<file path="src/rtl/printf_buffer_fetch.sv">
// ---------------------------------------------------------------------------
// printf_buffer_fetch
//
// Bare-metal printf engine. A core posts the address of its printf buffer;
// the block walks the buffer one 64-bit word at a time over a simple
// request/grant memory port. For each word it performs:
//   1. a read
//   2. a zero write that clears the word
//   3. the streaming of the word's characters, most-significant byte first,
//      to the log consumer
// The first NUL, LF or CR ends the text. The words after that point are still
// read and cleared, so the whole buffer is zero when the message ends. Every
// message finishes with an end-marker beat (chr_last=1, chr_data=0).
//
// Ports
//   clk, rst_n        clock, asynchronous active-low reset
//   cmd_valid/ready   request handshake
//   cmd_addr          [31:3] is the word base of the buffer, [1:0] is the core ID
//   mem_req/we/addr   memory master: request, write enable, byte address
//   mem_wdata/mask    write data (always 0) and byte enables (always all ones)
//   mem_gnt           request accepted
//   mem_rvalid/rdata  read data return
//   chr_valid/ready   character stream handshake
//   chr_data          character byte (0 on the end marker)
//   chr_last          end-of-message marker
//   chr_core          core ID of the message being streamed
//   busy              a message is in progress
//   done              one-cycle pulse after the end marker is accepted
//   msg_len           number of characters in the last message
// ---------------------------------------------------------------------------
module printf_buffer_fetch #(
    parameter int NUM_WORDS = 16,
    parameter int LEN_W     = 8
) (
    input  logic             clk,
    input  logic             rst_n,
    input  logic             cmd_valid,
    output logic             cmd_ready,
    input  logic [31:0]      cmd_addr,
    output logic             mem_req,
    output logic             mem_we,
    output logic [31:0]      mem_addr,
    output logic [63:0]      mem_wdata,
    output logic [7:0]       mem_mask,
    input  logic             mem_gnt,
    input  logic             mem_rvalid,
    input  logic [63:0]      mem_rdata,
    output logic             chr_valid,
    input  logic             chr_ready,
    output logic [7:0]       chr_data,
    output logic             chr_last,
    output logic [1:0]       chr_core,
    output logic             busy,
    output logic             done,
    output logic [LEN_W-1:0] msg_len
);

    localparam int WORD_W = (NUM_WORDS > 1) ? $clog2(NUM_WORDS) : 1;
    localparam logic [WORD_W-1:0] LAST_WORD = WORD_W'(NUM_WORDS - 1);

    typedef enum logic [2:0] {
        IDLE,
        RD_REQ,
        RD_WAIT,
        CLR,
        EMIT,
        FLUSH,
        EOM
    } state_t;

    state_t            state_q;
    logic [31:0]       baseAddr_q;
    logic [1:0]        coreId_q;
    logic [WORD_W-1:0] wordIdx_q;
    logic [2:0]        byteIdx_q;
    logic [LEN_W-1:0]  charCount_q;
    logic [LEN_W-1:0]  msgLen_q;
    logic              term_q;
    logic              done_q;
    logic [63:0]       word_q;

    logic [7:0]        curByte;
    logic              curIsTerm;
    logic [31:0]       wordOffset;
    logic              lastWord;
    logic              unused_cmdAddrBit2;

    // Bit 2 of the command address lies inside the 8-byte word and is not
    // part of either the word base or the core ID.
    assign unused_cmdAddrBit2 = cmd_addr[2];

    // Byte 0 is the MS byte. ~byteIdx_q equals 7 - byteIdx_q.
    assign curByte    = word_q[{~byteIdx_q, 3'b000} +: 8];
    assign curIsTerm  = (curByte == 8'h00) || (curByte == 8'h0A) || (curByte == 8'h0D);
    assign wordOffset = {{(29 - WORD_W){1'b0}}, wordIdx_q, 3'b000};
    assign lastWord   = (wordIdx_q == LAST_WORD);

    // All outputs are decoded only from registered state. Because no input
    // reaches an output, every output holds steady during a stall.
    // cmd_ready stays low during the done pulse. A command that is held
    // across messages is therefore accepted on the cycle after done.
    assign cmd_ready = (state_q == IDLE) && !done_q;
    assign mem_req   = (state_q == RD_REQ) || (state_q == CLR);
    assign mem_we    = (state_q == CLR);
    assign mem_addr  = mem_req ? (baseAddr_q + wordOffset) : 32'h0;
    assign mem_wdata = 64'h0;
    assign mem_mask  = 8'hFF;
    assign chr_valid = ((state_q == EMIT) && !curIsTerm) || (state_q == EOM);
    assign chr_data  = ((state_q == EMIT) && !curIsTerm) ? curByte : 8'h00;
    assign chr_last  = (state_q == EOM);
    assign chr_core  = coreId_q;
    assign busy      = (state_q != IDLE);
    assign done      = done_q;
    assign msg_len   = msgLen_q;

    // Main sequencer. A word is always read, then cleared, then streamed
    // unless a terminator has already been seen. FLUSH advances to the next
    // word, or ends the message after the last word. When EMIT finds a
    // terminator it leaves the word advance to FLUSH.
    always_ff @(posedge clk or negedge rst_n) begin
        if (!rst_n) begin
            state_q     <= IDLE;
            baseAddr_q  <= 32'h0;
            coreId_q    <= 2'b00;
            wordIdx_q   <= '0;
            byteIdx_q   <= 3'd0;
            charCount_q <= '0;
            msgLen_q    <= '0;
            term_q      <= 1'b0;
            done_q      <= 1'b0;
            word_q      <= 64'h0;
        end else begin
            done_q <= 1'b0;
            unique case (state_q)
                IDLE: begin
                    if (cmd_valid && cmd_ready) begin
                        baseAddr_q  <= {cmd_addr[31:3], 3'b000};
                        coreId_q    <= cmd_addr[1:0];
                        wordIdx_q   <= '0;
                        byteIdx_q   <= 3'd0;
                        charCount_q <= '0;
                        term_q      <= 1'b0;
                        state_q     <= RD_REQ;
                    end
                end
                RD_REQ: begin
                    if (mem_gnt) begin
                        state_q <= RD_WAIT;
                    end
                end
                RD_WAIT: begin
                    if (mem_rvalid) begin
                        // Once the message has ended, the read data is not needed.
                        if (!term_q) begin
                            word_q <= mem_rdata;
                        end
                        state_q <= CLR;
                    end
                end
                CLR: begin
                    if (mem_gnt) begin
                        byteIdx_q <= 3'd0;
                        state_q   <= term_q ? FLUSH : EMIT;
                    end
                end
                EMIT: begin
                    if (curIsTerm) begin
                        term_q  <= 1'b1;
                        state_q <= lastWord ? EOM : FLUSH;
                    end else if (chr_ready) begin
                        charCount_q <= charCount_q + LEN_W'(1);
                        if (byteIdx_q == 3'd7) begin
                            if (lastWord) begin
                                state_q <= EOM;
                            end else begin
                                wordIdx_q <= wordIdx_q + WORD_W'(1);
                                state_q   <= RD_REQ;
                            end
                        end else begin
                            byteIdx_q <= byteIdx_q + 3'd1;
                        end
                    end
                end
                FLUSH: begin
                    if (lastWord) begin
                        state_q <= EOM;
                    end else begin
                        wordIdx_q <= wordIdx_q + WORD_W'(1);
                        state_q   <= RD_REQ;
                    end
                end
                EOM: begin
                    if (chr_ready) begin
                        done_q   <= 1'b1;
                        msgLen_q <= charCount_q;
                        state_q  <= IDLE;
                    end
                end
                default: begin
                    state_q <= IDLE;
                end
            endcase
        end
    end

endmodule
</file>
<file path="config.mk">
export PLATFORM = sky130hd
export DESIGN_NAME = printf_buffer_fetch
export DESIGN_NICKNAME = d
export VERILOG_FILES = /design/src/rtl/printf_buffer_fetch.sv
export SDC_FILE = /design/constraint.sdc
export NUM_CORES = 1
export LEC_CHECK = 0
export CORE_MARGIN = 3
export CORE_UTILIZATION = 50
export CTS_CLUSTER_SIZE = 8
export DETAILED_ROUTE_END_ITERATION = 7
export HOLD_SLACK_MARGIN = 0.08
export PLACE_DENSITY = 0.86
export RECOVER_POWER = 50
export SLEW_MARGIN = 25
export SYNTH_ARGS = -nofsm -noshare
export SYNTH_HDL_FRONTEND = slang
export SYNTH_SLANG_ARGS = --single-unit
</file>
<file path="constraint.sdc">
create_clock -name clk -period 6.4 [get_ports clk]
set_clock_uncertainty 0.2 [all_clocks]
set_input_delay 1.92 -clock clk [delete_from_list [all_inputs] [get_ports clk]]
set_output_delay 1.92 -clock clk [all_outputs]
set_load 0.005 [all_outputs]
</file>
==> results.py <==
metrics = {
    "global_routing": {
        "antenna_found_initial": 0,
        "grt_first_pass_wirelength_mm": 26.4,
        "grt_usage": 0.210,
        "gr-total-overflow": 0,
        "grt_pass1_vias": 5237,
        "grt_max_degree": 59,
    },
    "power": {
        "power_density_nw_per_um2": 417,
        "p_leak_uw": 0.00396,
        "ir_drop_uv": 266,
    },
    "cells_and_area": {
        "final_nets": 945,
        "antenna_cells": 0,
        "synthToLayoutAreaGrowth_pct": 28.9,
        "drive_gt1_frac": 0.163,
        "fin_cells": 1023,
    },
    "die": {
        "core_um2": 13500,
        "rows": 42,
        "die_y_um": 125,
        "dieArea_um2": 15500,
        "die_w_um": 125,
        "start_util": 0.520,
        "ios": 231,
    },
    "synthesis": {
        "synth_edf_count": 0,
        "async_reset_ff_frac": 1.00,
        "synth_cell_types": 60,
        "ys.flop_type": "dfrtp_1",
        "yosysWarningCount": 0,
        "ys_seq_elements": 123,
        "synth_cells": 686,
        "ys_seq_area_frac": 0.438,
        "netlist_area_um2": 7020,
        "synth.avg_cell_area_um2": 10.2,
    },
    "routing": {
        "wl_per_cell_um": 16.0,
        "routed_wl_mm": 16.4,
        "drcViolationCount": 0,
        "vias_per_cell": 5.27,
        "route.vias.total": 5396,
        "drt_iter0_markers": 330,
        "dr.pass1.iters": 4,
        "ant_nets": 0,
    },
    "placed_design": {
        "post-place-ws_ps": 780,
        "dp_hpwl_mm": 11.7,
        "globalplace.congestion": 0.798,
        "numPortBuffers": 154,
        "dp_cells": 991,
    },
    "flow_run": {
        "drv_cap": 3,
    },
    "clock_tree": {
        "cts.path.max_buffers": 2,
        "clock_latency_ps": 420,
        "path_clk_slew_ps": 60,
        "clock-sinks": 123,
        "cts_buffers": 17,
        "cts_hold_buf": 0,
        "htreeDepth": 4,
        "post_cts_buffers": 0,
        "cts_root_buffer": "clkbuf_16",
        "ctsResizeCount": 0,
        "cts_tree": "done",
    },
    "critical_path": {
        "cp_max_fo": 9,
        "crit_type": "reg2out",
        "crit_chain": "mux4_2 -> mux2i_1 -> nor4b_1 -> nor3_4 -> nor2_2 -> nor2_1 -> or2_1 -> clkdlybuf4s50_1",
        "cpPeakStageDelay_ps": 690,
        "cp_slowest_cell": "dfrtp_1",
        "arrival_ps": 3770,
        "cp.required_ps": 4280,
        "endpoint_kind": "output pin",
        "worst_setup_path_start_kind": "flip-flop",
    },
    "sta": {
        "final_max_slew_viol_count": 145,
        "finalWorstSetupSlack_ps": 514,
        "hold_violations": 0,
        "slew_headroom": -1.06,
        "rsz0062_at_grt": "false",
        "tightestPinTransition_ps": 3090,
        "max_freq_ghz": 0.170,
        "post-route-period-util": 0.920,
        "finalSetupViolCount": 0,
        "period_minus_slack_ps": 5890,
        "finalSetupTns_ps": 0,
    },
    "outcome": {
        "violations": "max-capacitance violations, max-slew violations",
        "outcome": "complete, but fails checks",
    },
    "hold_path": {
        "hold_class": "reg2reg",
    },
}
layout by cell type, fill, tap and decap left out, types with 14 or more instances in the layout:
master,Yosys,final
mux2_2,73,73
nor2_1,54,54
o21ai_0,15,15
nand3_1,14,14
nand2_1,115,115
clkdlybuf4s50_1,0,151
mux4_2,17,17
xor2_1,16,16
nor3_1,16,16
dfrtp_1,123,122
clkbuf_16,0,17
a21oi_1,15,15
conb_1,2,75
power by group:
part,switching (µW),internal (µW),total [µW]
Sequential,288,1100,1390
Clock,358,674,1030
Combinational,598,756,1350
Total,1240,2530,3780
cell usage after synthesis (all sizes together), types with 2 or more instances:
library cell    n  area [µm²]
o31ai           4        40.0
xor2           16         140
buf            77         576
o31a            2        17.5
or2             2        12.5
and3            6        37.5
nor2b           5        31.3
ha              8         100
mux4           17         383
o22ai           3        18.8
clkbuf         27         103
or4             4        30.0
a211oi          3        22.5
or3             6        37.5
and2            5        31.3
nand2         115         432
dfrtp         123        3080
a31oi           3        18.8
or3b            2        17.5
mux2           74         833
nand4           7        43.8
nor4            3        18.8
a21oi          15        75.1
a22o            3        26.3
o21bai          2        15.0
o21ai          15        75.1
nor2           55         209
xnor2           9        78.8
conb            2        7.51
mux2i           6        72.6
a21o            4        30.0
inv             8        30.0
nand2b          5        31.3
nor3           18         106
o21a            5        37.5
nor4b           2        17.5
nand3          14        70.1
o311ai          3        33.8
state kept, by name (all words and copies together), names as in the netlist:
signal	cells
msg_len	8
word_q	64
wordIdx_q	4
state_q	3
chr_core	2
term_q	1
baseAddr_q	29
done	1
charCount_q	8
byteIdx_q	3
cells by family after synthesis:
family	count (synthesis)	share of synthesized area
compound gates	66	0.0632
xor+xnor	25	0.0312
fa+ha+maj	9	0.0171
buf+inv	112	0.101
flops	123	0.438
mux	97	0.183
other cells	2	0.00107
simple gates	252	0.165
worst max-delay path: cells and delay by family (launching register included):
family,cells,cell delay [ps]
AND/OR/NAND/NOR,5,1340
buffers and inverters,1,440
flip-flops,1,690
multiplexers,2,880
metrics by stage:
step / util / total power (µW) / cell area [µm²] / hold slack (ps)
floorplan: - / 2280 / 7300 / 252
global placement: 0.624 / 2670 / 8430 / 257
detailed placement: 0.625 / 2740 / 8430 / 269
CTS: 0.672 / 3800 / 9080 / 284
global route: 0.671 / 4010 / 9060 / 317
finish: 0.671 / 3780 / 9060 / 278
final cells by class:
class / count / area [µm²]
clock inverters: 13 / 190
flip-flops and latches: 123 / 3080
well taps: 176 / 220
repair buffers: 160 / 1570
inverters: 8 / 30.0
clock buffers: 19 / 453
fillers: 1014 / 4450
multi-input cells: 524 / 3510
layer usage:
layer,share of wire,up-vias,GRT usage,routed length [µm]
li1,-,2530,-,-
met1,0.40,2654,0.250,6590
met2,0.52,199,0.364,8450
met3,0.076,13,0.0669,1250
met4,0.0062,0,0.0632,101
met5,0,-,0,0
worst paths after layout:
kind                                           from                    endpoint  slack, ps  depth (start not counted)
min in group asynchronous                     rst_n      word_q[28]$_DFFE_PN0P_       1380                          1
setup / recovery           byteIdx_q[0]$_DFFE_PN0P_                   chr_valid        510                          8
hold reg to reg             chr_core[0]$_DFFE_PN0P_     chr_core[0]$_DFFE_PN0P_        280                          2
max in group asynchronous                     rst_n  charCount_q[5]$_DFFE_PN0P_       1230                          2
hold / removal              chr_core[0]$_DFFE_PN0P_     chr_core[0]$_DFFE_PN0P_        280                          2
setup reg to reg           byteIdx_q[0]$_DFFE_PN0P_    byteIdx_q[0]$_DFFE_PN0P_       2970                          7
Note: power is estimated with default switching activity, not from simulation.
